==> config.mk <==
export PLATFORM = sky130hd
export DESIGN_NAME = dma_priority_arbiter
export DESIGN_NICKNAME = d
export VERILOG_FILES = /design/src/rtl/dma_priority_arbiter.sv
export SDC_FILE = /design/constraint.sdc
export NUM_CORES = 1
export LEC_CHECK = 0
export ABC_AREA = 1
export CORE_ASPECT_RATIO = 0.6
export CORE_MARGIN = 5
export CORE_UTILIZATION = 51
export DETAILED_ROUTE_END_ITERATION = 7
export PLACE_DENSITY = 0.85
export SYNTH_ARGS = -nofsm -noshare
export SYNTH_HDL_FRONTEND = slang
export SYNTH_SLANG_ARGS = --single-unit
export TNS_END_PERCENT = 100
==> constraint.sdc <==
create_clock -name CLK -period 3.9 [get_ports CLK]
set_input_delay 0.39 -clock CLK [delete_from_list [all_inputs] [get_ports CLK]]
set_output_delay 0.39 -clock CLK [all_outputs]
set_load 0.1 [all_outputs]
==> src/rtl/dma_priority_arbiter.sv <==
// DREQ/DACK priority arbiter for the DMA controller: synchronises requests, picks a
// winner (fixed or rotating), runs the HRQ/HLDA handshake and holds DACK until service ends.
module dma_priority_arbiter #(
    parameter  int NUM_CH = 4,
    localparam int CH_W   = $clog2(NUM_CH)
) (
    input  logic              CLK,
    input  logic              RESET_N,
    input  logic [NUM_CH-1:0] DREQ,
    input  logic              dreq_active_low,
    input  logic              dack_active_low,
    input  logic              rotating_pri,
    input  logic              ctrl_disable,
    input  logic              mask_wr,
    input  logic [NUM_CH-1:0] mask_data,
    input  logic [NUM_CH-1:0] sw_req_set,
    input  logic              HLDA,
    input  logic              svc_done,
    input  logic              tc,
    output logic              HRQ,
    output logic [NUM_CH-1:0] DACK,
    output logic [CH_W-1:0]   active_ch,
    output logic              ch_valid,
    output logic [NUM_CH-1:0] mask_q,
    output logic [NUM_CH-1:0] sw_req_q
);

    typedef enum logic [1:0] {
        SI,
        SO,
        SA
    } state_t;

    state_t            state_q, state_d;
    logic [NUM_CH-1:0] dreq_q;
    logic              hrq_q, hrq_d;
    logic [NUM_CH-1:0] dack_q, dack_d;
    logic [CH_W-1:0]   active_ch_q, active_ch_d;
    logic              ch_valid_q, ch_valid_d;
    logic [CH_W-1:0]   hi_ptr_q, hi_ptr_d;
    logic [NUM_CH-1:0] mask_d;
    logic [NUM_CH-1:0] sw_req_d;

    logic [NUM_CH-1:0] req;
    logic              any_req;
    logic [CH_W-1:0]   win_ch;
    logic              win_found;
    logic [CH_W-1:0]   idx;
    int                start;
    logic              tc_hit;

    assign req     = (dreq_q & ~mask_q) | sw_req_q;
    assign any_req = |req;

    // Walk the channels starting at the priority pointer; the first requester wins.
    always_comb begin
        win_ch    = '0;
        win_found = 1'b0;
        idx       = '0;
        start     = rotating_pri ? int'(hi_ptr_q) : 0;
        for (int i = 0; i < NUM_CH; i++) begin
            idx = CH_W'((start + i) % NUM_CH);
            if (!win_found && req[idx]) begin
                win_found = 1'b1;
                win_ch    = idx;
            end
        end
    end

    // NOTE: every variable driven here gets a default first, so no path infers a latch.
    always_comb begin
        state_d     = state_q;
        hrq_d       = hrq_q;
        dack_d      = dack_q;
        active_ch_d = active_ch_q;
        ch_valid_d  = ch_valid_q;
        hi_ptr_d    = hi_ptr_q;
        tc_hit      = 1'b0;
        case (state_q)
            SI: begin
                if (any_req && !ctrl_disable) begin
                    state_d     = SO;
                    hrq_d       = 1'b1;
                    ch_valid_d  = 1'b1;
                    active_ch_d = win_ch;
                end
            end
            SO: begin
                if (!any_req) begin
                    state_d    = SI;
                    hrq_d      = 1'b0;
                    ch_valid_d = 1'b0;
                end else if (HLDA) begin
                    state_d = SA;
                    dack_d  = NUM_CH'(1) << active_ch_q;
                end else begin
                    active_ch_d = win_ch;
                end
            end
            SA: begin
                if (svc_done) begin
                    state_d    = SI;
                    hrq_d      = 1'b0;
                    dack_d     = '0;
                    ch_valid_d = 1'b0;
                    tc_hit     = tc;
                    if (rotating_pri) begin
                        hi_ptr_d = (active_ch_q == CH_W'(NUM_CH - 1)) ? '0 : active_ch_q + 1'b1;
                    end
                end else if (!HLDA) begin
                    // Bus master withdrew the hold: abandon service without rotation or TC effects.
                    state_d    = SI;
                    hrq_d      = 1'b0;
                    dack_d     = '0;
                    ch_valid_d = 1'b0;
                end
            end
            default: begin
                state_d    = SI;
                hrq_d      = 1'b0;
                dack_d     = '0;
                ch_valid_d = 1'b0;
            end
        endcase
    end

    // Mask load happens before the TC bit is ORed in; a software set beats the TC clear.
    always_comb begin
        mask_d   = mask_wr ? mask_data : mask_q;
        sw_req_d = sw_req_q;
        if (tc_hit) begin
            mask_d[active_ch_q]   = 1'b1;
            sw_req_d[active_ch_q] = 1'b0;
        end
        sw_req_d = sw_req_d | sw_req_set;
    end

    // NOTE: sequential state uses non-blocking assignments so all flops update together.
    always_ff @(posedge CLK or negedge RESET_N) begin
        if (!RESET_N) begin
            state_q     <= SI;
            dreq_q      <= '0;
            hrq_q       <= 1'b0;
            dack_q      <= '0;
            active_ch_q <= '0;
            ch_valid_q  <= 1'b0;
            hi_ptr_q    <= '0;
            mask_q      <= '1;
            sw_req_q    <= '0;
        end else begin
            state_q     <= state_d;
            dreq_q      <= DREQ ^ {NUM_CH{dreq_active_low}};
            hrq_q       <= hrq_d;
            dack_q      <= dack_d;
            active_ch_q <= active_ch_d;
            ch_valid_q  <= ch_valid_d;
            hi_ptr_q    <= hi_ptr_d;
            mask_q      <= mask_d;
            sw_req_q    <= sw_req_d;
        end
    end

    assign HRQ       = hrq_q;
    assign DACK      = dack_q ^ {NUM_CH{dack_active_low}};
    assign active_ch = active_ch_q;
    assign ch_valid  = ch_valid_q;

endmodule

Word level (Yosys, flattened, before mapping)
Index checks and enable logic that the tools add are counted.

word-level totals
  register bits = 23
  bits in latches = 0
  bits in writable memories = 0
  bits in read-only memories = 0
  output and inout port bits = 16
  memories kept = 0

operators by class
  add/sub/neg operators = 4
  multiply operators = 0
  div/mod/pow operators = 0
  order comparisons = 6
  eq/ne operators = 10
  shift-type cells = 1
  muxes and demuxes = 44
  bitwise gates (word level) = 10
  reduce and logical (&&, ||, !) cells = 17

operator list
  cell                                                                          number
  2-bit 2-to-1 mux                                                              14
  4-bit 2-to-1 mux                                                              7
  2-bit by 3-bit less-than comparator with 1-bit output, second input constant  5
  1-bit 2-to-1 mux                                                              14
  4-bit OR                                                                      3
  4-bit one-hot mux with 3 select lines                                         1
  2-bit != test, second input constant                                          5
  3-bit AND reduction                                                           3
  4-bit AND                                                                     2
  1-bit binary-select mux with 2-bit select                                     4
  4-bit inverter                                                                2
  4-bit AND reduction                                                           2
  4-bit bitwise XOR                                                             2
  3-bit != test, second input constant                                          2
  2-bit one-hot mux with 3 select lines                                         1
  1-bit logical AND                                                             5
  2-bit by 1-bit adder with 2-bit output, second input constant                 2
  2-bit adder, second input constant                                            2
  2-bit == test, second input constant                                          2
  1-bit zero test                                                               4
  2-bit one-hot mux with 2 select lines                                         1
  4-bit OR reduction                                                            1
  1-bit by 2-bit left shift with 4-bit output, first input constant             1
  1-bit one-hot mux with 3 select lines                                         1
  other kinds (6)                                                               6

Depth between registers and ports, before layout
Gate-level depths: netlist of run 1.

  depth in word-level cells = 18
  gate-level depth with buffers = 12
  gate-level depth less buffers = 12

Worst setup path before layout of run 1
OpenSTA, ideal clock, no wires.

  kind = input-to-output
  start = in dack_active_low
  end = out DACK[0]
  arrival time = 1.820 ns
  data required time = 3.510 ns
  slack = 1.690 ns
  stages = 1
  path buffers = 0
  path through = xor2_1

on the way
  word-level cells in the longest chain between the ends = 1

RTL lines
  what                line  source
  start: declaration  11    input logic dack_active_low,
  4-bit bitwise XOR   164   assign DACK = dack_q ^ {NUM_CH{dack_active_low}};
  end: declaration    21    output logic [NUM_CH-1:0] DACK,

Every way passes these cells.

Worst setup path in the final report of run 1
  start = reg mask_q[2]
  end = out mask_q[2]

RTL lines
  what                      line  source
  start: declaration        24    output logic [NUM_CH-1:0] mask_q,
  start signal: assignment  158   mask_q <= mask_d;

No word-level cell between the ends.

==> impl_results.md, run 1 <==
* # rows at 14
* Post-synthesis xor/xnor area fraction at 0.0520
* Syn Nets at 205
* Flop2flop setup slack at 2240 ps
* Port bufs at 37
* Worst skew pair latency at 270 ps
* Die Area at 3800 um2
* Crit path buf inv count at 1
* Crit path kind: reg2out
* Syn Area/Cell at 7.52 um2
* Layout Nets at 245
* Seq/Total Area, Yosys at 0.431
* Final hold violations at 0
* Peak supply drop at 563 uV
* DR WL/cell at 14.5 um
* Tcrit/Tclk final at 0.602
* Yosys top cell area share at 0.353
* Worst EP required at 3510 ps
* WP data arrival at 1960 ps
* YS warnings at 0
* Cell taking the most area after synthesis: dfrtp_1
* CP startpoint kind: flip-flop
* Mapped Area at 1350 um2
* CP endpoint kind: output port
* Most frequent cell after synthesis: nand2_1
* Worst hold path type: reg2reg
* Worst Hold Endpoint: dack_q[0]$_DFFE_PN0P_
* HPWL Detailed at 2870 um
* Vert. Die Dim at 49.8 um
* First DRT Iteration DRCs at 106
* Largest net degree at the start of global routing at 24
* Core Area at 2520 um2
* Initial antenna violation count at 0
* N_diodes at 0
* Max Slew Vio Count at 0
* FMAX at 0.426 GHz
* Critical path fanouts, max at 2
* Cells on Worst Hold Path at 2
* Tot GR Track Use at 0.207
* Delay-heaviest family, CP: buffers and inverters
* CTS Buffer Depth at 2
* Pwr dens at 663 nW/um2
* Synth Register Bits at 23
* Delay of the slowest critical-path stage at 1140 ps
* Vias in the first global route at 1373
* Mux share of post-synthesis cell area at 0
* Clk pin slew, worst setup/hold paths at 90 ps
* Residual DRC at 0
* CTS H-Tree Depth at 1
* Total chip power at 1180 uW
* Synth Area in Simple Gates at 0.301
* Avg Vias per Cell at 5.25
* Layout Area Growth over Synthesis at 32.2%
* Final instance area at 1780 um2
* CTS root buffer: clkbuf_8
* Layout cell share with drive strength beyond 1 at 0.0780
* FF-to-FF path depth at 12
* Leak Pwr at 0.000908 uW
* First-pass DRT Iterations at 4
* Largest cells by area after synthesis: dfrtp_1 35%, nand2_1 14%, nand3_1 9.7%
* Initial Util at 0.534
* Worst-Margin Slew at 1070 ps
* Slew headroom at 0.285
* Chip width at 76.3 um
* Skew final at 5.76 ps
* Largest family of logic cells by synthesized area: simple AND/OR/NAND/NOR gates
* GRT overflow at 0
* Filler cell count at 201
* Pre-CTS WS at 1860 ps
* Max_cap viols at 0
* Cell chain of the critical path: clkdlybuf4s50_1
* EDFF count, synth at 0
* Setup ws final at 1550 ps
* FF-to-FF Start: mask_q[3]$_DFF_PN1_
* Synth cell count leaders: 51 x nand2_1, 28 x inv_1, 26 x nand3_1
* Synth unique cells at 20
* CTS tree: done
* Hold_sp: dack_q[0]$_DFFE_PN0P_
* CTS Sinks at 23
* Status: finished, final reports clean
* Min cycle time layout at 2350 ps
* # IOs at 38
* Max stage delay cell, worst path: clkdlybuf4s50_1
* R2r endpoint: active_ch[1]$_DFFE_PN0P_
* Finish-stage setup viols at 0
* Vias at 1313
* RSZ-0062 raised after global routing: false
* Number of CTS-inserted buffers at 3
* Antenna-violating nets left at 0
* Hold Worst Slack at 524 ps
* Wirelength, routed at 3620 um
* Complex-gate fraction of the synthesized area at 0.0855
* Cts repair resizes at 0
* Post-Syn Instances at 179
* Ys async rst share at 1.00
* Dpl cell area at 1740 um2
* First-pass GRT wire length at 6240 um
* Final setup TNS at 0 ps
* Post-CTS setup buffers at 0
* Gpl congestion at 0.895
* Synth Area in Adders at 0.0372
* Cts hold-fix bufs at 0
* Ys flop type: dfrtp_1
[state kept, by name, summed over array words and instances, names as in the netlist]
name	flops
hi_ptr_q	2
dack_q	4
active_ch	2
ch_valid	1
mask_q	4
dreq_q	4
sw_req_q	4
state_q	2
[cell type report]
class                      instances  area [um2]  share of cell area
inverter                          30         114              0.0639
clock buffer                       4        45.0              0.0253
sequential                        23         581               0.326
tap                               32        40.0              0.0225
timing repair buffer              37         360               0.202
multi-input combinational        124         641               0.360
[cell usage in the layout, fill, tap and decap left out, drive strengths merged, types with 8 or more instances in the layout]
cell,Yosys,layout
nand3,28,28
o21ai,8,8
xor2,8,8
nor2,13,13
nand2,52,52
inv,29,29
clkdlybuf4s50,0,33
dfrtp,19,19
[power by group]
part,leakage [uW],internal (uW),switching [uW]
sequential,0.000265,298,48.7
combinational,0.000621,169,511
clock,0.0000228,73.2,81.1
total,0.000908,540,641
[metal layers]
metal  track usage  up-vias  routed length [um]
li1              -      642                   -
met1         0.251      604                1590
met2         0.339       53                1690
met3        0.0691       14                 243
met4        0.0814        0                  90
met5             0        -                   0
[worst max-delay path by stage]
stage / from / to / depth (start not counted)
floorplan: dack_active_low / DACK[0] / 1
global route: mask_q[2]$_DFF_PN1_ / mask_q[2] / 1
global placement: mask_q[0]$_DFF_PN1_ / mask_q[0] / 1
detailed placement: mask_q[2]$_DFF_PN1_ / mask_q[2] / 1
CTS: mask_q[2]$_DFF_PN1_ / mask_q[2] / 1
finish: mask_q[2]$_DFF_PN1_ / mask_q[2] / 1
[cell families (layout without fill, tap and decap cells)]
| kind of cell | count (synthesis) | in the layout |
|---|---|---|
| simple gates | 94 | 94 |
| xor+xnor | 8 | 8 |
| flops | 23 | 23 |
| compound gates | 18 | 18 |
| fa+ha+maj | 4 | 4 |
| buf+inv | 32 | 71 |
[through the flow]
| stage | util | instances |
|---|---|---|
| global route | 0.706 | 250 |
| CTS | 0.706 | 250 |
| floorplan | - | 179 |
| finish | 0.706 | 250 |
| global placement | 0.688 | 246 |
| detailed placement | 0.688 | 246 |
Power figures use the tool's default switching activity.
==> run 2, diff against run 1 <==
- CORE_UTILIZATION: 51 -> 42
- PLACE_DENSITY: 0.85 -> 0.74
- clock period: 3.9 -> 2 ns (I/O delays scaled with it)
==> impl_results.md, run 2 (synthesis gave the netlist of run 1 again) <==
* CTS H-Tree Depth at 1
* Cts repair resizes at 0
* R2r endpoint: active_ch[0]$_DFFE_PN0P_
* Residual DRC at 0
* Crit path buf inv count at 3
* # IOs at 38
* GRT overflow at 0
* Status: finished, final reports clean
* Leak Pwr at 0.000940 uW
* Min cycle time layout at 1640 ps
* Max_cap viols at 0
* Worst skew pair latency at 270 ps
* CP endpoint kind: flip-flop
* Flop2flop setup slack at 400 ps
* Cell chain of the critical path: clkdlybuf4s50_1 -> nand2_2 -> clkinv_2 -> nand3_1 -> nand3_1 -> nand2_1 -> inv_2 -> a21oi_1 -> nand2_1 -> nand3_1 -> nand2_1
* Die Area at 4470 um2
* Core Area at 2970 um2
* Cts hold-fix bufs at 0
* WP data arrival at 1810 ps
* Final instance area at 1820 um2
* Finish-stage setup viols at 0
* # rows at 15
* Most common cell after layout, fill and taps aside: nand2_1
* First-pass GRT wire length at 6270 um
* Final hold violations at 0
* Most frequent cells in the layout: 51 x nand2_1, 28 x inv_1, 26 x nand3_1, 21 x clkdlybuf4s50_1, 19 x dfrtp_1
* Clk pin slew, worst setup/hold paths at 80 ps
* CTS Sinks at 23
* FF-to-FF path depth at 12
* Layout cell share with drive strength beyond 1 at 0.137
* Port bufs at 37
* Dpl cell area at 1780 um2
* FMAX at 0.608 GHz
* CTS Buffer Depth at 2
* Vias at 1296
* Initial Util at 0.454
* Tot GR Track Use at 0.182
* Layout Nets at 246
* CP startpoint kind: input port
* Avg Vias per Cell at 4.97
* Worst path depth at 11
* Worst hold path type: in2async
* Initial antenna violation count at 0
* Slew headroom at 0.796
* Critical path fanouts, max at 6
* RSZ-0062 raised after global routing: false
* Antenna-violating nets left at 0
* Number of CTS-inserted buffers at 3
* N_diodes at 0
* Wirelength, routed at 3730 um
* Worst EP required at 2160 ps
* HPWL Detailed at 2980 um
* Layout Area Growth over Synthesis at 35.2%
* FF-to-FF Start: mask_q[3]$_DFF_PN1_
* Max stage delay cell, worst path: clkdlybuf4s50_1
* Seq. cell area at 581 um2
* Chip width at 83.1 um
* First DRT Iteration DRCs at 125
* First-pass DRT Iterations at 4
* Area taken by multi-input logic gates at 641 um2
* Filler cell count at 286
* CTS root buffer: clkbuf_8
* Peak supply drop at 1350 uV
* Vias in the first global route at 1382
* Fin util at 0.614
* Skew final at 2.77 ps
* Worst-Margin Slew at 305 ps
* CP startpoint: rotating_pri
* Largest net degree at the start of global routing at 24
* Gpl congestion at 0.962
* CTS tree: done
* Delay-heaviest family, CP: simple AND/OR/NAND/NOR gates
* Vert. Die Dim at 53.9 um
* DR WL/cell at 14.3 um
* Max Slew Vio Count at 0
* Tcrit/Tclk final at 0.822
* Post-CTS setup buffers at 0
* Final setup TNS at 0 ps
* Pwr dens at 1310 nW/um2
* Crit path kind: in2reg
* Delay of the slowest critical-path stage at 510 ps
==> run 2: cell count changes in the layout (fill, tap and decap cells not counted), sizes merged <==
cell	delta
buf	+13
clkdlybuf4s50	-12
==> run 2: where the power goes <==
part	internal [uW]	leakage, uW	switching, uW
Combinational	387	0.000652	1020
Clock	143	0.0000228	151
Sequential	581	0.000265	92.0
Total	1110	0.000940	1270
==> run 2: metrics by stage <==
stage | power, uW | hold WS, ps | cells | setup WS (ps)
global route | 2530 | 299 | 261 | 183
CTS | 2380 | 287 | 261 | 398
floorplan | 1680 | -95.6 | 179 | 4.32
global placement | 2040 | 487 | 257 | 245
finish | 2380 | 279 | 261 | 355
detailed placement | 2080 | 502 | 257 | 120
==> run 2: final cells by class <==
class,instances,area share
Clock buffer,4,0.0247
Inverter,30,0.0625
Multi-Input combinational cell,124,0.352
Sequential cell,23,0.319
Tap cell,42,0.0289
Timing Repair Buffer,38,0.213
==> run 2: worst register-to-register path: cells and delay by family (launching register included) <==
| family | cells | cell delay (ps) |
|---|---|---|
| simple gates | 9 | 740 |
| flops | 1 | 550 |
| buf+inv | 3 | 260 |
==> run 2: how the worst max path moves through the flow <==
stage | end | slack (ps)
2_1_floorplan | DACK[0] | 4
3_3_place_gp | active_ch[0]$_DFFE_PN0P_ | 250
3_5_place_dp | active_ch[0]$_DFFE_PN0P_ | 120
4_1_cts | active_ch[0]$_DFFE_PN0P_ | 400
5_1_grt | active_ch[0]$_DFFE_PN0P_ | 180
6_report | active_ch[0]$_DFFE_PN0P_ | 360
==> run 2: metal layers <==
metal / GRT usage / share of wire / vias to the layer above
met5: 0 / 0 / -
met4: 0.0625 / 0.013 / 0
met3: 0.0550 / 0.075 / 7
met2: 0.319 / 0.47 / 41
met1: 0.220 / 0.44 / 602
li1: - / - / 646
==> run 3, diff against run 2 <==
- clock period: 2 -> 1.4 ns (I/O delays scaled with it)
==> impl_results.md, run 3 (synthesis gave the netlist of run 1 again) <==
* Status: finished with violations
* Failing checks: setup timing
* Gpl congestion at 0.923
* Chip width at 83.1 um
* GRT Max-Usage Layer: met2
* Largest net degree at the start of global routing at 24
* Slew headroom at 0.641
* Pwr dens at 1720 nW/um2
* Vert. Die Dim at 53.9 um
* WP data arrival at 1760 ps
* FF-to-FF Start: mask_q[1]$_DFF_PN1_
* Cells after DPL at 272
* CTS H-Tree Depth at 1
* Total chip power at 4050 uW
* Worst skew pair latency at 270 ps
* Wirelength, routed at 4480 um
* Port bufs at 37
* Crit path kind: reg2reg
* Vias at 1469
* Flop2flop setup slack at -190 ps
* Leak Pwr at 0.00115 uW
* Vias in the first global route at 1471
* Antenna-violating nets left at 0
* Initial antenna violation count at 0
* CTS Sinks at 23
* Core Area at 2970 um2
* # rows at 15
* Finished Layout Cells at 281
* Avg Vias per Cell at 5.23
* GRT overflow at 0
* Residual DRC at 0
* Layout Area Growth over Synthesis at 75.3%
* CTS root buffer: clkbuf_8
* # IOs at 38
* GRT met3 Usage at 0.0566
* Most frequent cells in the layout: 37 x nand2_1, 21 x inv_1, 21 x clkdlybuf4s50_1, 21 x buf_4, 18 x nand3_1
* Max Slew Vio Count at 0
* DR WL/cell at 15.9 um
* Pre-CTS WS at -368 ps
* FF-to-FF path depth at 10
* First DRT Iteration DRCs at 116
* CP endpoint kind: flip-flop
* CP startpoint kind: flip-flop
* Final hold violations at 0
* Skew final at 3.28 ps
* CTS tree: done
* Worst EP required at 1570 ps
* First-pass DRT Iterations at 4
* Layout Nets at 266
* RSZ-0062 raised after global routing: true
* Tot GR Track Use at 0.203
* Layout cell share with drive strength beyond 1 at 0.397
* R2r endpoint: state_q[0]$_DFFE_PN0P_
* Initial Util at 0.454
* FMAX at 0.628 GHz
* Max stage delay cell, worst path: dfstp_4
* Finish-stage setup viols at 9
* Die Area at 4470 um2
* Number of CTS-inserted buffers at 3
* Max_cap viols at 0
* HPWL Detailed at 3130 um
* N_diodes at 0
* Cell chain of the critical path: inv_2 -> nand2_4 -> nand2_1 -> nor2_2 -> nand2_2 -> inv_2 -> nor2_1 -> nand2_1 -> nand2_2 -> buf_4
* Min cycle time layout at 1590 ps
* Worst hold path type: in2async
* CTS Buffer Depth at 2
* Worst-Margin Slew at 533 ps
* Tcrit/Tclk final at 1.14
* Peak supply drop at 1600 uV
* Met1 usage at 0.249
* M2 GR Usage at 0.372
* First-pass GRT wire length at 7070 um
* Delay of the slowest critical-path stage at 620 ps
* Critical path fanouts, max at 4
* Setup ws final at -191 ps
* Clk pin slew, worst setup/hold paths at 80 ps
* Most common cell after layout, fill and taps aside: nand2_1
* Cts hold-fix bufs at 0
## run 3: cell count changes in the layout (fill, tap and decap cells not counted), moves of 8 or more
cell,before,now
nand2_1,51,37
buf_12,4,16
buf_4,13,21
nand2_4,0,8
nand3_1,26,18
## run 3: routing by layer
layer | share of wire | up-vias | wire length [um]
li1 | - | 683 | -
met1 | 0.43 | 703 | 1900
met2 | 0.48 | 75 | 2160
met3 | 0.078 | 8 | 348
met4 | 0.013 | 0 | 59
met5 | 0 | - | 0
## run 3: timing repair
action                                  4_1_cts  5_1_grt
pin swaps                                    10        6
endpoints found under the setup margin        9       15
buffers inserted                              2        3
gates resized for setup                      13       21
hold endpoints to repair                      0        0
## run 3: critical path: cells and delay by family, from the launching register on
| kind | cells | cell delay, ps |
|---|---|---|
| buffers and inverters | 3 | 290 |
| and+or+nand+nor | 7 | 570 |
| DFF | 1 | 620 |
## run 3: cell type report
class | count | area [um2]
multi-input cells | 124 | 842
repair buffers | 58 | 688
flip-flops and latches | 23 | 609
fillers | 203 | 606
inverters | 30 | 121
well taps | 42 | 52.6
clock buffers | 3 | 41.3
clock inverters | 1 | 5.00
## run 3: worst max path at each step
stage                           start                  endpoint  slack, ps  cells past startpoint
2_1_floorplan     mask_q[3]$_DFF_PN1_  active_ch[0]$_DFFE_PN0P_       -200                      9
3_3_place_gp             rotating_pri  active_ch[0]$_DFFE_PN0P_       -280                     10
3_5_place_dp             rotating_pri  active_ch[0]$_DFFE_PN0P_       -370                     10
4_1_cts           mask_q[3]$_DFF_PN1_  active_ch[0]$_DFFE_PN0P_       -160                     11
5_1_grt        state_q[0]$_DFFE_PN0P_     dack_q[3]$_DFFE_PN0P_       -300                      6
6_report          mask_q[1]$_DFF_PN1_    state_q[0]$_DFFE_PN0P_       -190                     10
## run 3: metrics by stage
stage                     hold slack (ps)  setup TNS [ps]   util  cell area, um2
after detailed placement              521           -1610  0.725            2150
after global routing                  258           -2440  0.796            2360
after CTS                             238            -773  0.759            2250
final                                 228           -1480  0.796            2360
after floorplan                      -156           -1260      -            1460
after global placement                521            -869  0.725            2150
## run 3: where the power goes
part	switching (uW)	total [uW]	leakage, uW	internal, uW
logic	1630	2550	0.000858	921
registers	230	1080	0.000263	847
clock network	222	421	0.0000255	199
total	2080	4050	0.00115	1970
